==> config.mk <==
export PLATFORM = sky130hd
export DESIGN_NAME = serial_add_ctrl_flat
export DESIGN_NICKNAME = d
export VERILOG_FILES = /design/src/rtl/serial_add_ctrl_if.sv /design/src/rtl/serial_add_ctrl.sv /design/src/flat_wrapper.sv
export SDC_FILE = /design/constraint.sdc
export NUM_CORES = 1
export LEC_CHECK = 0
export CORE_UTILIZATION = 38
export CTS_BUF_LIST = sky130_fd_sc_hd__clkbuf_4 sky130_fd_sc_hd__clkbuf_8
export DETAILED_ROUTE_END_ITERATION = 8
export PLACE_DENSITY_LB_ADDON = 0.2
export SLEW_MARGIN = 20
export SYNTH_ARGS = -nofsm -noshare
export SYNTH_HDL_FRONTEND = slang
export SYNTH_SLANG_ARGS = --single-unit
export TNS_END_PERCENT = 30
==> constraint.sdc <==
create_clock -name clk -period 1.4 [get_ports clk]
set_clock_uncertainty 0.1 [all_clocks]
set_input_delay 0.21 -clock clk [delete_from_list [all_inputs] [get_ports clk]]
set_output_delay 0.21 -clock clk [all_outputs]
set_load 0.01 [all_outputs]
==> src/rtl/serial_add_ctrl_if.sv <==
// serial_add_ctrl_if: handshake and operand/result bundle for the bit-serial adder.
// The optional carry-in wire exists only when SERIAL_ADD_CARRY_IN_EN is defined.
interface serial_add_ctrl_if #(
  parameter int WIDTH = 8
);
  logic             start;
  logic [WIDTH-1:0] a;
  logic [WIDTH-1:0] b;
`ifdef SERIAL_ADD_CARRY_IN_EN
  logic             cin;
`endif
  logic             busy;
  logic             done;
  logic [WIDTH-1:0] sum;
  logic             cout;

`ifdef SERIAL_ADD_CARRY_IN_EN
  modport master (output start, a, b, cin, input busy, done, sum, cout);
  modport slave  (input start, a, b, cin, output busy, done, sum, cout);
`else
  modport master (output start, a, b, input busy, done, sum, cout);
  modport slave  (input start, a, b, output busy, done, sum, cout);
`endif
endinterface

==> src/rtl/serial_add_ctrl.sv <==
// serial_add_ctrl: bit-serial adder, LSB first, one bit per clock, built around a
// single full-adder cell made of two half adders and an OR gate.
// IDLE -> RUN (WIDTH cycles) -> DONE (one-cycle done pulse) -> IDLE, or straight
// back to RUN when a new start arrives in DONE.
// Optional feature: define SERIAL_ADD_CARRY_IN_EN to add a carry-in (bus.cin)
// that seeds the carry flop when an addition is accepted.

module half_adder (
  input  logic x,
  input  logic y,
  output logic s,
  output logic c
);
  assign s = x ^ y;
  assign c = x & y;
endmodule

module serial_add_ctrl #(
  parameter int WIDTH = 8
) (
  input  logic           clk,
  input  logic           rst_n,
  serial_add_ctrl_if.slave bus
);

  localparam int CW = (WIDTH > 1) ? $clog2(WIDTH) : 1;

  typedef enum logic [1:0] {
    IDLE = 2'd0,
    RUN  = 2'd1,
    DONE = 2'd2
  } state_t;

  state_t           state_q;
  state_t           state_d;
  logic             load;
  logic             step;
  logic             last_bit;

  logic [WIDTH-1:0] a_sr;
  logic [WIDTH-1:0] b_sr;
  logic [WIDTH-1:0] sum_q;
  logic             carry_q;
  logic             cout_q;
  logic [CW-1:0]    cnt_q;

  logic             cin_init;
  logic             ha0_s;
  logic             ha0_c;
  logic             sum_bit;
  logic             ha1_c;
  logic             carry_next;

`ifdef SERIAL_ADD_CARRY_IN_EN
  assign cin_init = bus.cin;
`else
  assign cin_init = 1'b0;
`endif

  // The one full-adder cell: operand LSBs first, then the running carry.
  half_adder u_ha0 (
    .x (a_sr[0]),
    .y (b_sr[0]),
    .s (ha0_s),
    .c (ha0_c)
  );

  half_adder u_ha1 (
    .x (ha0_s),
    .y (carry_q),
    .s (sum_bit),
    .c (ha1_c)
  );

  assign carry_next = ha0_c | ha1_c;
  assign last_bit   = (cnt_q == CW'(WIDTH - 1));

  // State register; reset wins over any start seen on the same edge.
  always_ff @(posedge clk) begin
    if (!rst_n) begin
      state_q <= IDLE;
    end else begin
      state_q <= state_d;
    end
  end

  // Next-state logic and datapath strobes; start is only looked at in IDLE/DONE.
  always_comb begin
    state_d = state_q;
    load    = 1'b0;
    step    = 1'b0;
    case (state_q)
      IDLE: begin
        if (bus.start) begin
          load    = 1'b1;
          state_d = RUN;
        end
      end
      RUN: begin
        step = 1'b1;
        if (last_bit) begin
          state_d = DONE;
        end
      end
      DONE: begin
        if (bus.start) begin
          load    = 1'b1;
          state_d = RUN;
        end else begin
          state_d = IDLE;
        end
      end
      default: begin
        state_d = IDLE;
      end
    endcase
  end

  // Datapath: capture operands on acceptance, then add and shift one bit per RUN cycle.
  always_ff @(posedge clk) begin
    if (!rst_n) begin
      a_sr    <= '0;
      b_sr    <= '0;
      sum_q   <= '0;
      carry_q <= 1'b0;
      cout_q  <= 1'b0;
      cnt_q   <= '0;
    end else if (load) begin
      a_sr    <= bus.a;
      b_sr    <= bus.b;
      sum_q   <= '0;
      carry_q <= cin_init;
      cout_q  <= 1'b0;
      cnt_q   <= '0;
    end else if (step) begin
      a_sr    <= a_sr >> 1;
      b_sr    <= b_sr >> 1;
      sum_q   <= {sum_bit, sum_q[WIDTH-1:1]};
      carry_q <= carry_next;
      cnt_q   <= cnt_q + CW'(1);
      if (last_bit) begin
        cout_q <= carry_next;
      end
    end
  end

  assign bus.busy = (state_q == RUN);
  assign bus.done = (state_q == DONE);
  assign bus.sum  = sum_q;
  assign bus.cout = cout_q;

endmodule
==> src/flat_wrapper.sv <==
// flat-port wrapper written by rule: the top's interface ports become plain ports
module serial_add_ctrl_flat 
#(
  parameter int WIDTH = 8
)
  (clk, rst_n, bus_start, bus_a, bus_b, bus_busy, bus_done, bus_sum, bus_cout);
  serial_add_ctrl_if #(.WIDTH(WIDTH)) bus_i ();
  input  logic clk;
  input  logic rst_n;
  input wire logic [$bits(bus_i.start)-1:0] bus_start;
  input wire logic [$bits(bus_i.a)-1:0] bus_a;
  input wire logic [$bits(bus_i.b)-1:0] bus_b;
  output wire logic [$bits(bus_i.busy)-1:0] bus_busy;
  output wire logic [$bits(bus_i.done)-1:0] bus_done;
  output wire logic [$bits(bus_i.sum)-1:0] bus_sum;
  output wire logic [$bits(bus_i.cout)-1:0] bus_cout;
  assign bus_i.start = bus_start;
  assign bus_i.a = bus_a;
  assign bus_i.b = bus_b;
  assign bus_busy = bus_i.busy;
  assign bus_done = bus_i.done;
  assign bus_sum = bus_i.sum;
  assign bus_cout = bus_i.cout;
  serial_add_ctrl #(.WIDTH(WIDTH)) u_core (.clk(clk), .rst_n(rst_n), .bus(bus_i));
endmodule
==> run summary, run 1 <==
===========================================================================================
Critical path data required time                                                    1090 ps
Max stage delay on crit path                                                         360 ps
Deepest level of the CTS H-tree                                                           2
Final standard cell area without fillers                                         1639 sq um
Most common cell in the netlist                                                     dfxtp_1
Placement Cell Area                                                              1587 sq um
Number of top-level pins                                                                 30
Drt first pass iters                                                                      4
Average detailed-routed wire length per instance                                   12.20 um
Pin count of the biggest net entering global routing                                     30
Final worst path period share                                                        0.9633
Buf/Inv on CP                                                                             1
Number of antenna violations at the first check in global routing                         0
Fraction of registers with async set/reset                                                0
Number of flops mapped to enable cells by yosys                                           0
Remaining Overflow, GRT                                                                   0
Post-route setup TNS                                                                   0 ps
Worst Max-Slew Pin Slew                                                            288.1 ps
Static leakage                                                                    0.6412 nW
Total number of nets in the final design                                                196
Core area                                                                        3078 sq um
Netlist cell types                                                                       24
Class of the worst hold path                                                   input port to register
Seq cells post-synth                                                                     31
# setup viols final                                                                       0
Hold Vio Cnt, Final                                                                       0
Share of final-layout standard cells stronger than drive strength 1                  0.1029
Cells along the critical path                                                  nor2b_1 > clkdlybuf4s15_1
Kind of end point of the critical path                                          output port
Number of hold buffers added after cts                                                    0
Number of antenna-violating nets in the routed design                                     0
Syn_nets                                                                                166
Total length of routed wires                                                        2671 um
Cell Count Post-Placement                                                               211
Die Span Y                                                                         59.30 um
Top fanout value on the critical path                                                     4
Library cell with the largest summed area after synthesis                           dfxtp_1
Clk Tree Root Cell                                                                 clkbuf_4
Warning count from the yosys run                                                          0
Clk_lat worst skew                                                                   320 ps
Final critical path time including I/O delays and setup                             1349 ps
Number of rows created at floorplan                                                      20
Num CTS Buffers                                                                           5
Die area                                                                         3516 sq um
Number of pins exceeding their max-slew limit in the final report                         0
DIE WIDTH                                                                          59.30 um
Post-CTS Setup Repair Bufs                                                                0
Number of clock sinks seen by CTS                                                        31
Proportion of netlist area held by the largest area contributor                      0.4975
Summed instance area of the synthesized netlist                                  1247 sq um
Diodes inserted                                                                           0
Area grow syn2layout                                                                 31.39%
Mean area per synthesized cell                                                  8.663 sq um
Leading register cell type out of synthesis                                         dfxtp_1
Maximum buffer depth of the clock tree                                                    2
Via total after detailed routing                                                       1103
First-pass GRT wire length                                                          4629 um
Starting density of the core                                                         0.4053
Final Worst Setup Slack                                                            51.32 ps
Count of input and output buffers                                                        29
P per Cell Area                                                                1071 nW/um^2
Slew margin rel.                                                                     0.8080
Number of maximum-capacitance violations                                                  0
CTS tree                                                                              built
Routed via count divided by cell count                                                5.037
Final estimated routing congestion in global placement                               0.7121
Total GRT Usage                                                                      0.1770
Number of design-rule violations left by the first detailed-router iteration             67
Max Fclk                                                                          741.5 MHz
Register clock-pin slew on the reported worst setup and hold paths                   100 ps
Slowest stage cell, crit path                                                       dfxtp_1
Cell family contributing the most delay on the critical path                     flip-flops
Setup WS pre-CTS                                                                  -106.2 ps
Worst EP arrival                                                                    1040 ps
Number of DRC violations after detailed routing                                           0
Number of standard cells in the final layout excluding fillers                          219
Run status                                                                     finished clean
Top cells by area in the synthesized netlist                                   dfxtp_1 (50%), nand2_1 (8.4%), o221ai_1 (7.7%)
Proportion of synthesized chip area in sequential cells                              0.4975
Worst-case vdd ir drop                                                             659.7 uV
Worst setup path class                                                         register to output port
Startpoint class of the critical path                                              register
Post-DP HPWL                                                                        1818 um
Unrepaired setup endpoints after global routing                                       false
Layout Utilization                                                                   0.5325
Most common library cells after synthesis                                      dfxtp_1 (31), nand2_1 (28), a21oi_1 (13), nor2_1 (12)
Count of fill cells added during filler insertion                                       300
Synthesized netlist cell count                                                          144
Via count of the first global-routing pass                                             1087
===========================================================================================
## area by class of cell
type / instances / area [sq um] / area share
sequential: 31 / 620.6 / 0.3786
multi-input combinational: 99 / 550.5 / 0.3359
timing repair buffer: 35 / 347.8 / 0.2122
tap: 44 / 55.05 / 0.03359
clock buffer: 7 / 52.55 / 0.03206
inverter: 2 / 7.507 / 0.004580
clock inverter: 1 / 5.005 / 0.003053
## where the power goes
group	internal, mW	switching [mW]	total (mW)	leakage [nW]
clock network	0.234	0.295	0.530	0.0361
logic	0.133	0.132	0.265	0.351
registers	0.931	0.0298	0.961	0.254
## flip-flops by register name, summed over array words and instances (netlist names)
name             cells
u_core.bus.cout      1
u_core.carry_q       1
u_core.b_sr          8
u_core.cnt_q         3
u_core.a_sr          8
u_core.state_q       2
u_core.bus.sum       8
## per-layer routing
metal	vias up	GRT usage	share of wire
met4	0	0.08163	0.018
met2	21	0.2953	0.49
met5	-	0	0
met1	516	0.2090	0.45
li1	558	-	-
met3	8	0.05022	0.049
## cells in the final DEF, fill, tap and decap left out
| cell type | n |
|---|---|
| inv_1 | 1 |
| a22oi_1 | 2 |
| o221ai_1 | 11 |
| ha_1 | 2 |
| fa_1 | 1 |
| a21boi_0 | 3 |
| xnor2_1 | 1 |
| nor2b_1 | 2 |
| nand2_1 | 28 |
| dlygate4sd2_1 | 9 |
| clkinv_2 | 1 |
| nand3_1 | 4 |
| o21ai_0 | 3 |
| buf_6 | 1 |
| clkdlybuf4s15_1 | 1 |
| and3_1 | 1 |
| inv_2 | 1 |
| dfxtp_1 | 31 |
| nor3_1 | 11 |
| a21oi_1 | 13 |
| clkdlybuf4s50_1 | 18 |
| nor2_1 | 12 |
| buf_4 | 3 |
| nand2b_4 | 1 |
| and2_1 | 1 |
| buf_12 | 2 |
| a31oi_1 | 1 |
| nand2b_1 | 1 |
| clkbuf_4 | 7 |
| nand2_2 | 1 |
| buf_2 | 1 |
## cell families (layout without fill, tap and decap cells)
| family | count (synthesis) | after routing | share of synthesized area |
|---|---|---|---|
| xor gates and xnor gates | 1 | 1 | 0.007022 |
| AOI/OAI and AO/OA | 33 | 33 | 0.1765 |
| buffers and inverters | 14 | 45 | 0.06719 |
| DFF | 31 | 31 | 0.4975 |
| and+or+nand+nor | 62 | 62 | 0.2156 |
| adders and majority gates | 3 | 3 | 0.03611 |
## per-stage QoR
step	hold slack (ps)	power (mW)
global placement	339.8	1.238
detailed placement	344.0	1.247
CTS	338.9	1.769
global route	339.7	1.860
finish	340.7	1.755
floorplan	241.4	1.142
## worst paths after layout
check                                 endpoint  cells after the start  slack, ps               from
worst max-delay path                  bus_done                      2         50  u_core.state_q[0]
worst min-delay path            u_core.b_sr[7]                      3        340           bus_b[7]
worst max register to register  u_core.b_sr[6]                      5        130  u_core.state_q[0]
worst min register to register  u_core.a_sr[7]                      2        360     u_core.a_sr[7]
## tightest hold or removal path: cells and delay by family
| kind | cells | cell delay [ps] |
|---|---|---|
| buf+inv | 1 | 400 |
| compound gates | 1 | 60 |
| simple gates | 1 | 50 |
## timing repair
item	CTS	global route
endpoints found under the setup margin	11	2
resized for setup	14	3
gates cloned	0	0
Power figures use the tool's default switching activity.
==> run 2, diff against run 1 <==
==> constraint.sdc (replaced) <==
create_clock -name clk -period 1.3 [get_ports clk]
set_clock_uncertainty 0.1 [all_clocks]
set_input_delay 0.195 -clock clk [delete_from_list [all_inputs] [get_ports clk]]
set_output_delay 0.195 -clock clk [all_outputs]
set_load 0.01 [all_outputs]
==> run 2 against run 1 <==
Total power rose by 14%. Worst hold slack got worse by 21 ps. Via count grew 1.7%. Count of clock-buffer cells in the layout increased by 1. Flip-flop and latch count is the same. Final area grew 5.0%. Sequential power grew 8%. Routed wire length up 2.4%. Combinational power increased by 20%. Sequential share of layout area is 1.7 points lower. Register-to-register slack worse by 70 ps. Critical path type unchanged. Critical endpoint is now bus_busy. Largest cell class unchanged. Largest power group unchanged.
==> run summary, run 2 (same netlist as run 1, synthesis figures left out) <==
===========================================================================================
Run status                                                                     finished clean
Layout Utilization                                                                   0.5594
Hold Vio Cnt, Final                                                                       0
Final worst path period share                                                        0.9621
Diodes inserted                                                                           0
Worst Max-Slew Pin Slew                                                            301.2 ps
Overall power                                                                      2.005 mW
Die Span Y                                                                         59.30 um
Number of antenna violations at the first check in global routing                         0
CTS tree                                                                              built
Num CTS Buffers                                                                           5
Average detailed-routed wire length per instance                                   12.37 um
Via total after detailed routing                                                       1122
Critical path data required time                                                    1000 ps
DIE WIDTH                                                                          59.30 um
Starting density of the core                                                         0.4053
Most frequent cells in the layout                                              dfxtp_1 (29), nand2_1 (28), clkdlybuf4s50_1 (18), a21oi_1 (13), nor2_1 (12)
Register clock-pin slew on the reported worst setup and hold paths                    90 ps
Top fanout value on the critical path                                                     2
Post-CTS Setup Repair Bufs                                                                0
Deepest level of the CTS H-tree                                                           2
Number of clock sinks seen by CTS                                                        31
Remaining Overflow, GRT                                                                   0
Slew margin rel.                                                                     0.7992
Worst-case vdd ir drop                                                             755.0 uV
Number of pins exceeding their max-slew limit in the final report                         0
Core area                                                                        3078 sq um
Number of top-level pins                                                                 30
Via count of the first global-routing pass                                             1062
Launching instance or port of the critical path                                u_core.state_q[1]
Final critical path time including I/O delays and setup                             1251 ps
Cell Count Post-Placement                                                               212
Number of rows created at floorplan                                                      20
Post-DP HPWL                                                                        1759 um
Top metal layer carrying routed signals                                                met4
Total length of routed met3 wires                                                    175 um
Commonest non-fill, non-tap cell in the layout                                      dfxtp_1
Maximum buffer depth of the clock tree                                                    2
Startpoint class of the critical path                                              register
Clk_lat worst skew                                                                   320 ps
Pin count of the biggest net entering global routing                                     30
Share of final-layout standard cells stronger than drive strength 1                  0.1582
Final standard cell area without fillers                                         1722 sq um
Count of input and output buffers                                                        29
Placement Cell Area                                                              1594 sq um
Reg2Reg Launch Point                                                           u_core.state_q[0]
# setup viols final                                                                       0
Area grow syn2layout                                                                 38.01%
Final estimated routing congestion in global placement                               0.7124
Number of DRC violations after detailed routing                                           0
Static leakage                                                                    0.6481 nW
Clk Tree Root Cell                                                                 clkbuf_4
Drt first pass iters                                                                      4
Die area                                                                         3516 sq um
Kind of end point of the critical path                                          output port
Total number of nets in the final design                                                198
Unrepaired setup endpoints after global routing                                        true
Hold Crit Start                                                                    bus_a[7]
Sum of routed wire segments on met1                                                 1202 um
Number of design-rule violations left by the first detailed-router iteration             63
Number of maximum-capacitance violations                                                  0
Routed via count divided by cell count                                                5.077
First-pass GRT wire length                                                          4485 um
Met2 WL post-DR                                                                     1326 um
Number of standard cells in the final layout excluding fillers                          221
Number of antenna-violating nets in the routed design                                     0
P per Cell Area                                                                1165 nW/um^2
Class of the worst hold path                                                   input port to register
Max Fclk                                                                          799.5 MHz
Worst EP arrival                                                                     960 ps
Number of hold buffers added after cts                                                    0
Total length of routed wires                                                        2734 um
Total GRT Usage                                                                      0.1764
Worst setup path class                                                         register to output port
===========================================================================================
## run 2: cell types whose count changed in the layout (fill, tap and decap cells not counted), sizes merged
cell           change
buf                +2
clkdlybuf4s15      +5
dlygate4sd2        -7
clkbuf             +3
clkinv             -1
## run 2: path summary, 6_finish.rpt
path         slack (ps)  cells after the start              to
max reg2reg          60                      5  u_core.a_sr[5]
max                  50                      3        bus_busy
min reg2reg         360                      2  u_core.a_sr[7]
min                 320                      3  u_core.a_sr[7]
## run 2: per-stage QoR
| stage | setup WS (ps) | hold WS, ps | setup TNS (ps) |
|---|---|---|---|
| floorplan | 126.4 | 226.4 | 0 |
| global placement | -139.5 | 339.8 | -2693 |
| detailed placement | -158.7 | 342.7 | -3573 |
| CTS | -131.8 | 318.3 | -214.2 |
| global route | -19.49 | 305.8 | -69.76 |
| finish | 49.24 | 319.3 | 0 |
## run 2: where the power goes
part / leakage [nW] / internal (mW) / switching (mW)
Clock: 0.0420 / 0.339 / 0.314
Combinational: 0.352 / 0.165 / 0.152
Sequential: 0.254 / 1.00 / 0.0318
## run 2: area by class of cell
| cell class | instances | area [sq um] |
|---|---|---|
| sequential | 31 | 623.1 |
| clock buffer | 8 | 72.57 |
| inverter | 2 | 7.507 |
| multi-input combinational | 99 | 578.1 |
| tap | 44 | 55.05 |
| timing repair buffer | 37 | 385.4 |
| fill | 298 | 1356 |
## run 2: critical path: stages, from the launching register on
cell	delay, ps
dfxtp_2	330
nand2b_4	140
inv_2	60
buf_6	100
## run 2: per-layer routing
metal  vias to the layer above  track usage
li1                        564            -
met1                       530       0.1981
met2                        26       0.2857
met3                         2      0.07205
met4                         0      0.09184
met5                         -            0
## run 2: what timing repair did
item	4_1_cts	5_1_grt
gates cloned	0	1
setup endpoints to repair	14	33
resized for setup	18	19
